## src/rtl/vga_sprite_compositor.sv

```systemverilog
// Parametrised 640x480 VGA timing generator with per-frame latched, priority-composited sprites and sticky collision flags.
// Optional macro COLLISION_IRQ_EN adds a one-clk coll_irq pulse on any new collision bit.
module vga_sprite_compositor #(
  parameter int NUM_SPRITES = 4,
  parameter int COORD_W     = 12,
  parameter int CLK_DIV     = 4,
  parameter int H_ACTIVE    = 640,
  parameter int H_FP        = 16,
  parameter int H_SYNC      = 96,
  parameter int H_BP        = 48,
  parameter int V_ACTIVE    = 480,
  parameter int V_FP        = 10,
  parameter int V_SYNC      = 2,
  parameter int V_BP        = 33
) (
  input  logic                           clk,
  input  logic                           reset,
  input  logic [NUM_SPRITES*COORD_W-1:0] sprite_x,
  input  logic [NUM_SPRITES*COORD_W-1:0] sprite_y,
  input  logic [NUM_SPRITES*COORD_W-1:0] sprite_w,
  input  logic [NUM_SPRITES*COORD_W-1:0] sprite_h,
  input  logic [NUM_SPRITES*12-1:0]      sprite_color,
  input  logic [NUM_SPRITES-1:0]         sprite_en,
  input  logic [11:0]                    bg_color,
  input  logic                           coll_clear,
  output logic [COORD_W-1:0]             pix_x,
  output logic [COORD_W-1:0]             pix_y,
  output logic                           hSync,
  output logic                           vSync,
  output logic [3:0]                     VGA_R,
  output logic [3:0]                     VGA_G,
  output logic [3:0]                     VGA_B,
  output logic                           screen_end,
  output logic [NUM_SPRITES-2:0]         collision,
  output logic [15:0]                    frame_count
`ifdef COLLISION_IRQ_EN
  ,
  output logic                           coll_irq
`endif
);

  localparam int H_TOTAL  = H_ACTIVE + H_FP + H_SYNC + H_BP;
  localparam int V_TOTAL  = V_ACTIVE + V_FP + V_SYNC + V_BP;
  localparam int HS_START = H_ACTIVE + H_FP;
  localparam int HS_END   = H_ACTIVE + H_FP + H_SYNC - 1;
  localparam int VS_START = V_ACTIVE + V_FP;
  localparam int VS_END   = V_ACTIVE + V_FP + V_SYNC - 1;
  localparam int DIV_W    = (CLK_DIV > 1) ? $clog2(CLK_DIV) : 1;

  logic [DIV_W-1:0]   div_cnt;
  logic               pix_ce;
  logic [COORD_W-1:0] h_cnt, v_cnt;
  logic               h_end, v_end, frame_end;

  logic [COORD_W-1:0] sh_x [NUM_SPRITES];
  logic [COORD_W-1:0] sh_y [NUM_SPRITES];
  logic [COORD_W-1:0] sh_w [NUM_SPRITES];
  logic [COORD_W-1:0] sh_h [NUM_SPRITES];
  logic [11:0]        sh_c [NUM_SPRITES];
  logic [NUM_SPRITES-1:0] sh_en;

  logic [NUM_SPRITES-1:0] hit;
  logic [NUM_SPRITES-2:0] coll_set;
  logic               active_c, hsync_c, vsync_c;
  logic [11:0]        pix_color, color_q;

  // Free-running down-counter; the terminal count is the pixel enable.
  assign pix_ce = (div_cnt == '0);

  always_ff @(posedge clk or negedge reset) begin
    if (!reset) div_cnt <= '0;
    else if (pix_ce) div_cnt <= DIV_W'(CLK_DIV - 1);
    else div_cnt <= div_cnt - 1'b1;
  end

  assign h_end     = (h_cnt == COORD_W'(H_TOTAL - 1));
  assign v_end     = (v_cnt == COORD_W'(V_TOTAL - 1));
  assign frame_end = pix_ce && h_end && v_end;

  always_ff @(posedge clk or negedge reset) begin
    if (!reset) begin
      h_cnt <= '0;
      v_cnt <= '0;
    end else if (pix_ce) begin
      if (h_end) begin
        h_cnt <= '0;
        v_cnt <= v_end ? '0 : v_cnt + 1'b1;
      end else begin
        h_cnt <= h_cnt + 1'b1;
      end
    end
  end

  assign pix_x = h_cnt;
  assign pix_y = v_cnt;

  // Shadows change only at the frame boundary so game logic never tears a frame.
  always_ff @(posedge clk or negedge reset) begin
    if (!reset) begin
      for (int k = 0; k < NUM_SPRITES; k++) begin
        sh_x[k] <= '0;
        sh_y[k] <= '0;
        sh_w[k] <= '0;
        sh_h[k] <= '0;
        sh_c[k] <= '0;
      end
      sh_en <= '0;
    end else if (frame_end) begin
      for (int k = 0; k < NUM_SPRITES; k++) begin
        sh_x[k] <= sprite_x[k*COORD_W +: COORD_W];
        sh_y[k] <= sprite_y[k*COORD_W +: COORD_W];
        sh_w[k] <= sprite_w[k*COORD_W +: COORD_W];
        sh_h[k] <= sprite_h[k*COORD_W +: COORD_W];
        sh_c[k] <= sprite_color[k*12 +: 12];
      end
      sh_en <= sprite_en;
    end
  end

  for (genvar k = 0; k < NUM_SPRITES; k++) begin : g_hit
    logic [COORD_W:0]   x_right;
    logic [COORD_W-1:0] top;
    logic               in_x, in_y, on_screen;

    // Right edge carries an extra bit so sprites near the coordinate limit do not wrap.
    assign x_right   = {1'b0, sh_x[k]} + {1'b0, sh_w[k]} - 1'b1;
    assign top       = (sh_h[k] > sh_y[k]) ? '0 : sh_y[k] - sh_h[k] + 1'b1;
    assign in_x      = (h_cnt >= sh_x[k]) && ({1'b0, h_cnt} <= x_right);
    assign in_y      = (v_cnt >= top) && (v_cnt <= sh_y[k]);
    assign on_screen = (sh_x[k] < COORD_W'(H_ACTIVE)) && (top < COORD_W'(V_ACTIVE));
    assign hit[k]    = sh_en[k] && (sh_w[k] != '0) && (sh_h[k] != '0) &&
                       in_x && in_y && on_screen;
  end

  assign active_c = (h_cnt < COORD_W'(H_ACTIVE)) && (v_cnt < COORD_W'(V_ACTIVE));
  assign hsync_c  = !((h_cnt >= COORD_W'(HS_START)) && (h_cnt <= COORD_W'(HS_END)));
  assign vsync_c  = !((v_cnt >= COORD_W'(VS_START)) && (v_cnt <= COORD_W'(VS_END)));

  // Walk from the highest index down so the lowest-index hit wins.
  always_comb begin
    pix_color = bg_color;
    for (int k = NUM_SPRITES - 1; k >= 0; k--) begin
      if (hit[k]) pix_color = sh_c[k];
    end
    if (!active_c) pix_color = '0;
  end

  for (genvar k = 1; k < NUM_SPRITES; k++) begin : g_coll
    assign coll_set[k-1] = active_c && hit[0] && hit[k];
  end

  always_ff @(posedge clk or negedge reset) begin
    if (!reset) begin
      color_q <= '0;
      hSync   <= 1'b1;
      vSync   <= 1'b1;
    end else if (pix_ce) begin
      color_q <= pix_color;
      hSync   <= hsync_c;
      vSync   <= vsync_c;
    end
  end

  assign VGA_R = color_q[11:8];
  assign VGA_G = color_q[7:4];
  assign VGA_B = color_q[3:0];

  always_ff @(posedge clk or negedge reset) begin
    if (!reset) begin
      screen_end  <= 1'b0;
      frame_count <= '0;
    end else begin
      screen_end <= frame_end;
      if (frame_end) frame_count <= frame_count + 16'd1;
    end
  end

  // Clear has priority; a coincident set reappears on the next overlapping pixel.
  always_ff @(posedge clk or negedge reset) begin
    if (!reset) collision <= '0;
    else if (coll_clear) collision <= '0;
    else if (pix_ce) collision <= collision | coll_set;
  end

`ifdef COLLISION_IRQ_EN
  always_ff @(posedge clk or negedge reset) begin
    if (!reset) coll_irq <= 1'b0;
    else coll_irq <= !coll_clear && pix_ce && (|(coll_set & ~collision));
  end
`endif

endmodule

```

## config.mk

```make
export PLATFORM = sky130hd
export DESIGN_NAME = vga_sprite_compositor
export DESIGN_NICKNAME = d
export VERILOG_FILES = /design/src/rtl/vga_sprite_compositor.sv
export SDC_FILE = /design/constraint.sdc
export NUM_CORES = 1
export LEC_CHECK = 0
export CAP_MARGIN = 20
export CORE_ASPECT_RATIO = 0.8
export CORE_MARGIN = 2
export CORE_UTILIZATION = 30
export CTS_CLUSTER_DIAMETER = 60
export DETAILED_ROUTE_END_ITERATION = 7
export PLACE_DENSITY = 0.6
export SKIP_CTS_REPAIR_TIMING = 1
export SKIP_LAST_GASP = 1
export SYNTH_ARGS = -nofsm -noshare
export SYNTH_HDL_FRONTEND = slang
export SYNTH_SLANG_ARGS = --single-unit
```

## constraint.sdc

```tcl
create_clock -name clk -period 4.9 [get_ports clk]
set_clock_uncertainty 0.15 [all_clocks]
set_input_delay 0.98 -clock clk [delete_from_list [all_inputs] [get_ports clk]]
set_output_delay 0.98 -clock clk [all_outputs]
set_load 0.01 [all_outputs]
```

==> run_results.csv <==
group,metric,value,unit
setup_path,r2r_start,"sh_h[1]",
place,dpl_cell_area,28200,um^2
cts,clk_latency,0.58,ns
synth,yosysSeqAreaShare,32.6,%
sta,finalHoldViolCount,0,
sta,layout_min_cycle_time,4.75,ns
setup_path,cp.arrival,5.05,ns
sta,max_freq,211,MHz
synth,synth.distinct_cells,77,
global_routing,grt_max_degree,162,
detailed_routing,drc_errors,0,
synth,ys_async_sr_fraction,100,%
global_routing,grt_usage,18.3,%
synth,synth_compound_area_share,16.0,%
die,initial_utilization,30.3,%
global_routing,antenna_found_initial,4,
die,coreArea,77100,um^2
detailed_routing,wl_per_cell,18.3,um
synth,synth-seq-cells,304,
setup_path,critPathMaxFanout,3,
detailed_routing,ant_nets,0,
setup_path,cpPeakStageDelay,0.47,ns
synth,synth_nets,3300,
global_routing,grt_pass1_wl,114000,um
cts,clkTransAtPathRegs,0.06,ns
detailed_routing,drtIter0Drc,1328,
synth,synth.area.mux_share,3.74,%
final_layout,finalInstanceArea,30300,um^2
setup_path,crit_path_frequent_cell,"nand4_1",
setup_path,end_kind,"flip-flop",
setup_path,crit_required,5.20,ns
cts,htreeDepth,2,
detailed_routing,vias,20000,
power_and_ir_drop,vdd_drop_max,0.175,mV
synth,synthSimpleGateAreaFrac,13.9,%
final_layout,drive_gt1_share,11.0,%
final_layout,nets,3680,
place,place_hpwl,57800,um
sta,setup_viol,0,
worst_hold_path,hold_path.class,"in2async",
global_routing,grt_pass1_vias,19700,
detailed_routing,firstDrtPassIters,5,
place,pre_cts_ws,-0.376,ns
sta,max_slew.worst_pin.slew,0.882,ns
cts,cts_tree,"built",
cts,cts-root-buf,"clkbuf_16",
die,io_pins,317,
die,rows,91,
synth,syn_area,23300,um^2
sta,maxSlewViolCount,0,
place,portBuffers,316,
synth,synthFlopType,"dfrtp_1",
setup_path,r2r.worst_path.cells,21,
cts,cts_buffers,43,
sta,setup_ws,0.153,ns
die,fp.dieH,253,um
setup_path,critical_path.slowest_cell,"or4_1",
final_layout,synthToLayoutAreaGrowth,29.6,%
sta,maxSlewHeadroom,41.2,%
setup_path,crit_chain,"ha_4 > inv_1 > ha_2 > fa_2 > a21o_1 > a221oi_4 > a21oi_2 > or4_1 > nand4_1 > ha_2 > o22a_1 > nand4_1 > a31oi_1 > nand3_1 > a2111oi_4 > buf_4 > nand4_1 > buf_4 > o21ai_1 > nand3_1 > a221o_1",
synth,synthAdderAreaFrac,23.4,%
synth,synth_edf_count,0,
flow_run,maxCapViolCount,0,
sta,finalCritPeriodShare,96.9,%
detailed_routing,vias_per_cell,4.93,
setup_path,start_kind,"flip-flop",
setup_path,path_class,"reg2reg",
power_and_ir_drop,p_leak,14.4,nW
power_and_ir_drop,p_per_area,205,nW/um^2
place,gp_congestion,0.893,
cts,clock_path_buffers,3,
setup_path,critPathLaunch,"sh_h[1]",
synth,syn-mean-instance-area,8.94,um^2
detailed_routing,wirelength,73900,um
synth,synthXorXnorAreaFrac,3.49,%
die,die_w,316,um
sta,rsz0062_at_grt,"yes",
global_routing,grt_overflow,0,
run_status,status,"finished, final reports clean",
sta,fin_hold_ws,0.244,ns
synth,netlist_instances,2612,
synth,synth_top_family_by_area,"adder cells",
synth,synth_warnings,0,
die,die_area,80100,um^2
cts,cts.sinks,304,
## cells in the final DEF (no fill, tap or decap), types with 7 or more instances in the layout
cell	n
nor4_1	37
a31oi_1	14
o21ai_1	20
o21ai_0	256
a21o_1	35
o21a_1	25
nand3_1	66
o211ai_1	20
clkdlybuf4s50_1	315
a211oi_1	14
nor2b_1	15
ha_2	7
nand2b_1	18
o2111ai_1	9
nand2_1	305
a21oi_1	82
a211o_1	7
buf_4	78
xor2_1	41
and3_1	25
xnor2_1	52
and4_1	16
dfrtp_1	302
mux2_2	73
buf_12	8
fa_2	7
nor2_1	77
o221ai_1	13
a21oi_2	17
nor3_1	19
inv_1	350
ha_1	409
clkbuf_16	46
a221o_1	7
nand4_1	55
## registers in the layout, summed over array words and instances, names as in the netlist, 16 cells and up
signal / flops
frame_count: 16
sh_c: 48
sh_h: 48
sh_w: 48
sh_x: 48
sh_y: 48
## routing by layer
| layer | global-route usage, % | vias to the layer above | routed length [um] |
|---|---|---|---|
| met5 | 0 | - | 0 |
| met4 | 3.89 | 0 | 1270 |
| met3 | 3.80 | 66 | 4670 |
| met2 | 27.6 | 480 | 31500 |
| met1 | 26.9 | 9477 | 36500 |
| li1 | - | 9950 | - |
## worst max-delay path: cells and delay by family, from the launching register on
family / cells / cell delay [ns]
AO/OA/AOI/OAI: 8 / 1.61
AND/OR/NAND/NOR: 6 / 1.07
buffers and inverters: 3 / 0.36
adder cells (fa/ha/maj): 4 / 1.04
flip-flops: 1 / 0.40
## per-stage QoR
stage | util (%) | instances | TNS [ns] | total power [mW]
2_1_floorplan | - | 2612 | 0 | 2.58
3_3_place_gp | 36.5 | 3956 | -3.48 | 2.88
3_5_place_dp | 36.5 | 3956 | -4.15 | 2.88
4_1_cts | 38.6 | 4033 | -4.27 | 6.30
5_1_grt | 39.2 | 4049 | -0.351 | 6.43
6_report | 39.2 | 4049 | 0 | 6.22
## final cells by class
class / count / area (um^2)
Sequential cell: 304 / 7610
Antenna cell: 2 / 5.00
Timing Repair Buffer: 410 / 4020
Multi-Input combinational cell: 1881 / 14500
Tap cell: 1023 / 1280
Inverter: 352 / 1320
Clock inverter: 24 / 335
Fill cell: 7738 / 46800
Clock buffer: 53 / 1220
## power by group
group	leakage (nW)	internal (mW)	total (mW)	switching [mW]
logic	10.4	0.203	0.312	0.109
clock network	0.745	2.10	3.38	1.28
registers	3.25	2.52	2.52	0.00501
## cells in the mapped netlist, drive strengths merged (13+ instances only)
| master | count | share of area (%) |
|---|---|---|
| a211oi | 17 | 0.57 |
| a21o | 35 | 1.1 |
| a21oi | 99 | 2.1 |
| a31oi | 15 | 0.40 |
| and3 | 25 | 0.67 |
| and4 | 16 | 0.60 |
| clkbuf | 65 | 1.0 |
| dfrtp | 302 | 32 |
| ha | 418 | 22 |
| inv | 352 | 5.7 |
| mux2 | 74 | 3.6 |
| nand2 | 307 | 4.9 |
| nand2b | 18 | 0.48 |
| nand3 | 68 | 1.5 |
| nand4 | 55 | 1.5 |
| nor2 | 79 | 1.3 |
| nor2b | 16 | 0.43 |
| nor3 | 21 | 0.45 |
| nor4 | 38 | 1.0 |
| o211ai | 20 | 0.64 |
| o21a | 25 | 0.80 |
| o21ai | 281 | 6.0 |
| o221ai | 13 | 0.49 |
| xnor2 | 52 | 2.0 |
| xor2 | 41 | 1.5 |
## cells by family (layout without fill, tap and decap cells)
kind of cell / Yosys count / in the layout
buf+inv: 427 / 839
other cells: 0 / 2
simple gates: 679 / 679
fa+ha+maj: 429 / 429
xor+xnor: 93 / 93
compound gates: 602 / 602
flops: 304 / 304
mux: 78 / 78
## worst paths after layout
kind / endpoint / slack, ns
setup / recovery: color_q[0] / 0.15
hold / removal: sh_y[26] / 0.24
setup reg to reg: color_q[0] / 0.15
hold reg to reg: div_cnt[0] / 0.29
max in group asynchronous: sh_w[31] / 3.32
min in group clk: div_cnt[0] / 0.29
Power figures use the tool's default switching activity.
